--- src/rtl/ram_bank_pkg.sv ---
// Shared widths, command type and port tags for the ram_bank arbiter slice.
package ram_bank_pkg;

   localparam int unsigned RAM_ADDR_BIT = 3;
   localparam int unsigned RAM_DATA_BIT = 16;

   localparam logic PORT0 = 1'b0;
   localparam logic PORT1 = 1'b1;

   typedef struct packed {
      logic                    wr;
      logic [RAM_ADDR_BIT-1:0] addr;
      logic [RAM_DATA_BIT-1:0] wdata;
   } ram_cmd_t;

endpackage

--- src/rtl/rr_arb2.sv ---
// Two-input grant: round-robin pointer or fixed port-0 priority, synchronous reset.
module rr_arb2 #(
   parameter int unsigned FIXED_PRIO = 0
) (
   input  logic clk,
   input  logic rst_n,
   input  logic req0,
   input  logic req1,
   output logic gnt0,
   output logic gnt1
);

   logic r_ptr;
   logic w_ptr_d;

   always_comb begin
      gnt0    = 1'b0;
      gnt1    = 1'b0;
      w_ptr_d = r_ptr;
      if (rst_n) begin
         if (req0 && req1) begin
            // Pointer names the winner of the next contested cycle.
            if ((FIXED_PRIO != 0) || !r_ptr) begin
               gnt0    = 1'b1;
               w_ptr_d = (FIXED_PRIO != 0) ? 1'b0 : 1'b1;
            end else begin
               gnt1    = 1'b1;
               w_ptr_d = 1'b0;
            end
         end else begin
            gnt0 = req0;
            gnt1 = req1;
         end
      end
   end

   always_ff @(posedge clk) begin
      if (!rst_n) begin
         r_ptr <= 1'b0;
      end else begin
         r_ptr <= w_ptr_d;
      end
   end

endmodule

--- src/rtl/ram_bank_arbiter.sv ---
// Arbitrates two requesters onto one ram_bank: registered command pins and a
// two-stage read tag pipeline that steers returned data to its issuer.
module ram_bank_arbiter
   import ram_bank_pkg::*;
#(
   parameter int unsigned ADDR_BIT   = RAM_ADDR_BIT,
   parameter int unsigned DATA_BIT   = RAM_DATA_BIT,
   parameter int unsigned FIXED_PRIO = 0
) (
   input  logic                clk,
   input  logic                rst_n,
   input  logic                req0,
   input  logic                req1,
   input  logic                wr0,
   input  logic                wr1,
   input  logic [ADDR_BIT-1:0] addr0,
   input  logic [ADDR_BIT-1:0] addr1,
   input  logic [DATA_BIT-1:0] wdata0,
   input  logic [DATA_BIT-1:0] wdata1,
   output logic                gnt0,
   output logic                gnt1,
   output logic                rvalid0,
   output logic                rvalid1,
   output logic [DATA_BIT-1:0] rdata0,
   output logic [DATA_BIT-1:0] rdata1,
   output logic                ram_en,
   output logic                ram_we,
   output logic                ram_re,
   output logic [ADDR_BIT-1:0] ram_addr_w,
   output logic [DATA_BIT-1:0] ram_d_w,
   output logic [ADDR_BIT-1:0] ram_addr_r,
   input  logic [DATA_BIT-1:0] ram_d_r
);

   logic                w_gnt0;
   logic                w_gnt1;
   logic                w_any;
   logic                w_wr;
   logic [ADDR_BIT-1:0] w_addr;
   logic [DATA_BIT-1:0] w_wdata;

   logic                r_en;
   logic                r_we;
   logic                r_re;
   logic [ADDR_BIT-1:0] r_addr_w;
   logic [DATA_BIT-1:0] r_d_w;
   logic [ADDR_BIT-1:0] r_addr_r;
   logic                r_tag1_vld;
   logic                r_tag1_own;
   logic                r_tag2_vld;
   logic                r_tag2_own;
   logic [DATA_BIT-1:0] r_rdata0;
   logic [DATA_BIT-1:0] r_rdata1;

   rr_arb2 #(
      .FIXED_PRIO(FIXED_PRIO)
   ) u_arb (
      .clk  (clk),
      .rst_n(rst_n),
      .req0 (req0),
      .req1 (req1),
      .gnt0 (w_gnt0),
      .gnt1 (w_gnt1)
   );

   always_comb begin
      w_any   = w_gnt0 || w_gnt1;
      w_wr    = w_gnt1 ? wr1    : wr0;
      w_addr  = w_gnt1 ? addr1  : addr0;
      w_wdata = w_gnt1 ? wdata1 : wdata0;
   end

   always_ff @(posedge clk) begin
      if (!rst_n) begin
         r_en     <= 1'b0;
         r_we     <= 1'b0;
         r_re     <= 1'b0;
         r_addr_w <= '0;
         r_d_w    <= '0;
         r_addr_r <= '0;
      end else begin
         r_en <= w_any;
         r_we <= w_any && w_wr;
         r_re <= w_any && !w_wr;
         if (w_any && w_wr) begin
            r_addr_w <= w_addr;
            r_d_w    <= w_wdata;
         end
         if (w_any && !w_wr) begin
            r_addr_r <= w_addr;
         end
      end
   end

   // Reset clears both tag stages, so a read in flight never returns.
   always_ff @(posedge clk) begin
      if (!rst_n) begin
         r_tag1_vld <= 1'b0;
         r_tag1_own <= PORT0;
         r_tag2_vld <= 1'b0;
         r_tag2_own <= PORT0;
         r_rdata0   <= '0;
         r_rdata1   <= '0;
      end else begin
         r_tag1_vld <= w_any && !w_wr;
         r_tag1_own <= w_gnt1 ? PORT1 : PORT0;
         r_tag2_vld <= r_tag1_vld;
         r_tag2_own <= r_tag1_own;
         if (r_tag1_vld) begin
            if (r_tag1_own == PORT1) begin
               r_rdata1 <= ram_d_r;
            end else begin
               r_rdata0 <= ram_d_r;
            end
         end
      end
   end

   assign gnt0       = w_gnt0;
   assign gnt1       = w_gnt1;
   assign rvalid0    = r_tag2_vld && (r_tag2_own == PORT0);
   assign rvalid1    = r_tag2_vld && (r_tag2_own == PORT1);
   assign rdata0     = r_rdata0;
   assign rdata1     = r_rdata1;
   assign ram_en     = r_en;
   assign ram_we     = r_we;
   assign ram_re     = r_re;
   assign ram_addr_w = r_addr_w;
   assign ram_d_w    = r_d_w;
   assign ram_addr_r = r_addr_r;

endmodule
--- config.mk ---
export PLATFORM = sky130hd
export DESIGN_NAME = ram_bank_arbiter
export DESIGN_NICKNAME = d
export VERILOG_FILES = /design/src/rtl/ram_bank_pkg.sv /design/src/rtl/rr_arb2.sv /design/src/rtl/ram_bank_arbiter.sv
export SDC_FILE = /design/constraint.sdc
export NUM_CORES = 1
export LEC_CHECK = 0
export CAP_MARGIN = 20
export CORE_MARGIN = 2
export CORE_UTILIZATION = 25
export DETAILED_ROUTE_END_ITERATION = 7
export GPL_ROUTABILITY_DRIVEN = 0
export GPL_TIMING_DRIVEN = 0
export PLACE_DENSITY = 0.54
export SYNTH_ARGS = -nofsm -noshare
export SYNTH_HDL_FRONTEND = slang
export SYNTH_SLANG_ARGS = --single-unit
--- constraint.sdc ---
create_clock -name clk -period 3.26 [get_ports clk]
set_input_delay 0.652 -clock clk [delete_from_list [all_inputs] [get_ports clk]]
set_output_delay 0.652 -clock clk [all_outputs]
set_load 0.05 [all_outputs]
==> results.toml, run 1 <==
[status]
status = "complete, no violations"

[global_route]
grt_pass1_vias = 2251
antenna_found_initial = 0
grt_pass1_wl_um = 10600
overflow = 0
grt_max_degree = 12
grt_usage_pct = 13.5

[detailed_routing]
wire_per_inst_um = 13.2
drtIter0Drc = 28
routed_wirelength_um = 6460
vias = 2140
viasPerCell = 4.38
dr.pass1.iters = 4
drc_errors = 0
postRouteAntennaNets = 0

[yosys]
synthCells = 245
synthTopCellsByCount = "67 x nand2_1, 61 x dfxtp_1, 35 x a21oi_1"
synth.avg_cell_area_sq_um = 9.37
synth_edf_count = 0
ys_warn_count = 0
synth_top_area_share_pct = 53.2
synth_ff_type = "dfxtp_1"
synth_area_leaders = "dfxtp_1 53%, nand2_1 11%, mux2i_1 8.3%, a21oi_1 7.6%, o2bb2ai_1 7.3%"
synthMostInstantiatedCell = "nand2_1"
synth_cell_type_count = 26
netlist_area_sq_um = 2290
synth_area_leader_cell = "dfxtp_1"
seq_area_frac_synth_pct = 53.2
synth_seq_cells = 61
async_flop_share_pct = 0
synth_nets = 305

[floorplan]
start_util_pct = 26.1
fp.dieW_um = 99.8
core_area_sq_um = 8810
num_rows = 34
fp.dieH_um = 99.8
ioPinCount = 121
dieArea_sq_um = 9960

[critical_path]
cp_slowest_cell = "clkdlybuf4s50_1"
crit_arrival_ps = 2420
criticalPathCategory = "primary input to primary output"
critPathLaunchType = "primary input"
critPathMaxFanout = 4
path_buf_inv = 2
slowest_delay_ps = 800
cp_common_cell = "clkdlybuf4s50_1"
critPathRequiredTime_ps = 2610
end_kind = "primary output"
cp_top_family = "buffers and inverters"
crit_chain = "clkdlybuf4s50_1 > a21boi_2 > and2_1 > clkdlybuf4s50_1"

[final_layout]
regArea_sq_um = 1220
fin_cells = 489
n_fill_cell = 897
syn2layout_area_growth_pct = 67.7
diodes = 0
drive_gt1_share_pct = 7.87
nets = 436
multi_input_area_sq_um = 946

[sta]
max_slew_margin_pct = 63.1
rsz0062_at_grt = "no"
clock.fmax_mhz = 325
worst_slew_pin_slew_ps = 551
setup_viol_count_final = 0
clock_skew_ps = 6.35
period_share_pct = 94.3
maxSlewViolCount = 0
min_period_ps = 3070
hold_viol_final = 0
fin_tns_setup_ps = 0

[pwr]
powerDensity_nw_per_um2 = 500
ir_drop_uv = 215
cellLeakagePower_nw = 1.38

[place]
dpl.hpwl_um = 4800
io_buffers = 120
dp.cells = 473

[cts]
numCtsBuffers = 9
cts_root_buf = "clkbuf_8"
cts.sinks = 61
cts_max_level = 3
cts_setup_buffers = 0
clk_latency_ps = 330
cts_buffer_depth = 2
clk_pin_slew_ps = 70
cts.repair.resized = 0
cts_tree = "yes"
holdBufCountCts = 0

[min_path]
min_path_type = "register to register"

[flow_run]
cap_violations = 0
[final cells by class]
| class | instances | share of cell area (%) |
|---|---|---|
| plain buffers | 17 | 2.93 |
| inverters | 4 | 0.390 |
| flip-flops and latches | 61 | 31.7 |
| well taps | 108 | 3.51 |
| clock buffers | 10 | 3.32 |
| multi-input cells | 163 | 24.6 |
| clock inverters | 6 | 2.28 |
| repair buffers | 120 | 31.3 |
[per-stage QoR]
stage	hold slack [ps]	power (W)	util, %	setup slack [ps]	instance area (sq um)
floorplan	485	0.00104	-	1280	2290
global placement	443	0.00122	41.2	36.3	3630
detailed placement	448	0.00122	41.2	35.2	3630
CTS	455	0.00196	43.7	18.5	3850
global route	467	0.00201	43.7	127	3850
finish	452	0.00192	43.7	187	3850
[sequential cells by signal, indices dropped and copies added (netlist names), 3 cells and up]
name,flops
ram_addr_w,3
ram_addr_r,3
rdata1,16
ram_d_w,16
rdata0,16
[worst min-delay path: stages (launching register included)]
cell and delay [ps]:
dfxtp_1 310, nand2_1 50, a21oi_1 50
[placed cells by master, fill, tap and decap left out, types with 5 or more instances in the layout]
cell	count
o2bb2ai_1	19
mux2i_1	19
dfxtp_1	61
clkdlybuf4s50_1	119
nand2_1	67
clkbuf_8	9
a21oi_1	35
clkbuf_1	6
buf_2	5
and2_1	6
[worst paths after layout]
| path | startpoint | end | slack, ps | cells past startpoint |
|---|---|---|---|---|
| max reg2reg | u_arb.r_ptr | ram_addr_w[1] | 1800 | 6 |
| min | rdata1[13] | rdata1[13] | 450 | 2 |
| min reg2reg | rdata1[13] | rdata1[13] | 450 | 2 |
| max | req0 | gnt0 | 190 | 4 |
[power breakdown]
part	internal (W)	switching, W	leakage [nW]	total [W]
logic	0.000168	0.000225	0.779	0.000393
registers	0.000783	0.0000199	0.498	0.000803
clock network	0.000429	0.000299	0.0985	0.000728
total	0.00138	0.000543	1.38	0.00192
[metal layers]
layer | GRT usage [%] | vias to the layer above | part of all wire, %
li1 | - | 1090 | -
met1 | 15.5 | 956 | 44
met2 | 21.9 | 87 | 45
met3 | 6.89 | 7 | 10
met4 | 4.11 | 0 | 0.94
met5 | 0 | - | 0
[logic make-up after synthesis]
| group | Yosys count | share of synthesized area [%] |
|---|---|---|
| buffers and inverters | 21 | 5.56 |
| xor gates and xnor gates | 1 | 0.382 |
| AOI/OAI and AO/OA | 60 | 17.0 |
| and+or+nand+nor | 83 | 15.6 |
| muxes | 19 | 8.29 |
| DFF | 61 | 53.2 |
No activity file was read; power rests on OpenSTA's default activity.
==> run 2: changes to the inputs <==
CORE_UTILIZATION = 36   (was 25)
PLACE_DENSITY = 0.73   (was 0.54)
RECOVER_POWER = 50   (was default)
==> run 2 against run 1 <==
  * Count of clock-buffer cells in the layout grew 2
  * Highest routed layer unchanged
  * Worst hold slack gained 2.1 ps
  * Cell area shrank 2.9%
  * Via count grew 0.65%
  * Routed wire length shrank 5.4%
  * First-iteration DRC count grew to 2.5 times the previous value
==> results.toml, run 2 (synthesis gave the netlist of run 1 again) <==
[detailed_routing]
wire_per_inst_um = 13.4
wl_met2_um = 2730
viasPerCell = 4.71
drtIter0Drc = 71
postRouteAntennaNets = 0
wl_met1_um = 2540
drc_errors = 0
dr.pass1.iters = 4
routed_wirelength_um = 6110
vias = 2154
met3_length_um = 775
top_layer = "met4"

[sta]
hold_viol_final = 0
max_slew_margin_pct = 51.5
clock_skew_ps = 5.98
period_share_pct = 95.8
worst_slew_pin_slew_ps = 728
maxSlewViolCount = 0
rsz0062_at_grt = "no"
min_period_ps = 3120
setup_ws_ps = 136
fin_tns_setup_ps = 0
setup_viol_count_final = 0
clock.fmax_mhz = 320

[flow_run]
cap_violations = 0

[floorplan]
fp.dieW_um = 83.8
start_util_pct = 36.8
ioPinCount = 121
dieArea_sq_um = 7030
fp.dieH_um = 83.8
core_area_sq_um = 6240
num_rows = 29

[global_route]
antenna_found_initial = 0
grt_pass1_vias = 2193
grt_usage_pct = 18.2
overflow = 0
grt_pass1_wl_um = 10300
grt_max_degree = 11

[critical_path]
critPathRequiredTime_ps = 2610
critPathMaxFanout = 10
end_kind = "primary output"
criticalPathCategory = "primary input to primary output"
crit_arrival_ps = 2470
critPathLaunchType = "primary input"

[cts]
numCtsBuffers = 9
cts.repair.resized = 1
cts_root_buf = "clkbuf_8"
cts_max_level = 3
clk_pin_slew_ps = 60
cts_buffer_depth = 2
holdBufCountCts = 0
clk_latency_ps = 320
cts_tree = "yes"
cts.sinks = 61
cts_setup_buffers = 0

[pwr]
seqPwrFrac_pct = 44.7
clkPwrFrac_pct = 34.0
p_int_w = 0.00128
p_comb_share_pct = 21.4
powerDensity_nw_per_um2 = 482
cellLeakagePower_nw = 1.34
p_sw_w = 0.000523
sw_frac_of_total_pct = 29.0
ir_drop_uv = 285

[final_layout]
diodes = 0
nets = 436
layout_common_cells = "118 x clkdlybuf4s50_1, 67 x nand2_1, 61 x dfxtp_1"
syn2layout_area_growth_pct = 62.8
fin_cells = 457
mostFrequentLayoutCell = "clkdlybuf4s50_1"
drive_gt1_share_pct = 6.32
stdcell_area_sq_um = 3740

[min_path]
min_path_type = "register to register"

[place]
dpl_worst_slack_ps = 2.73
dp.cells = 442
io_buffers = 120
dpl_cell_area_sq_um = 3590
dpl.hpwl_um = 4630

[status]
status = "complete, no violations"
## run 2: metrics by stage
stage	utilization (%)	hold slack, ps	power (W)
after CTS	60.5	456	0.00183
after floorplan	-	485	0.00104
after detailed placement	57.6	446	0.00121
after global placement	57.6	442	0.00121
after global routing	59.9	474	0.00188
final	59.9	454	0.00180
## run 2: final timing paths
kind / from / end / slack, ps / cells after the start
min reg2reg: rdata0[6] / rdata0[6] / 450 / 2
max reg2reg: u_arb.r_ptr / ram_d_w[9] / 1260 / 5
max: rst_n / gnt0 / 140 / 4
min: rdata0[6] / rdata0[6] / 450 / 2
## run 2: per-layer routing
layer / GRT usage, % / vias to the layer above
li1: - / 1087
met3: 10.6 / 8
met4: 5.87 / 0
met5: 0 / -
met2: 29.0 / 101
met1: 20.5 / 958
## run 2: area by class of cell
class | instances | area (sq um)
flip-flops and latches | 61 | 1220
clock inverters | 3 | 20.0
clock buffers | 12 | 165
repair buffers | 120 | 1200
fillers | 590 | 2500
well taps | 77 | 96.3
multi-input cells | 163 | 938
plain buffers | 17 | 80.1
inverters | 4 | 15.0
## run 2: power by group through the flow
stage / clock network, W / logic [W] / registers [W]
after floorplan: 0 / 0.0000996 / 0.000941
after global placement: 0 / 0.000392 / 0.000820
after detailed placement: 0 / 0.000395 / 0.000820
after CTS: 0.000633 / 0.000396 / 0.000805
after global routing: 0.000661 / 0.000409 / 0.000809
final: 0.000612 / 0.000385 / 0.000805
## run 2: critical path: stages
cell and delay [ps]:
dlygate4sd3_1 540, clkbuf_1 280, and2_1 170, clkdlybuf4s50_1 830
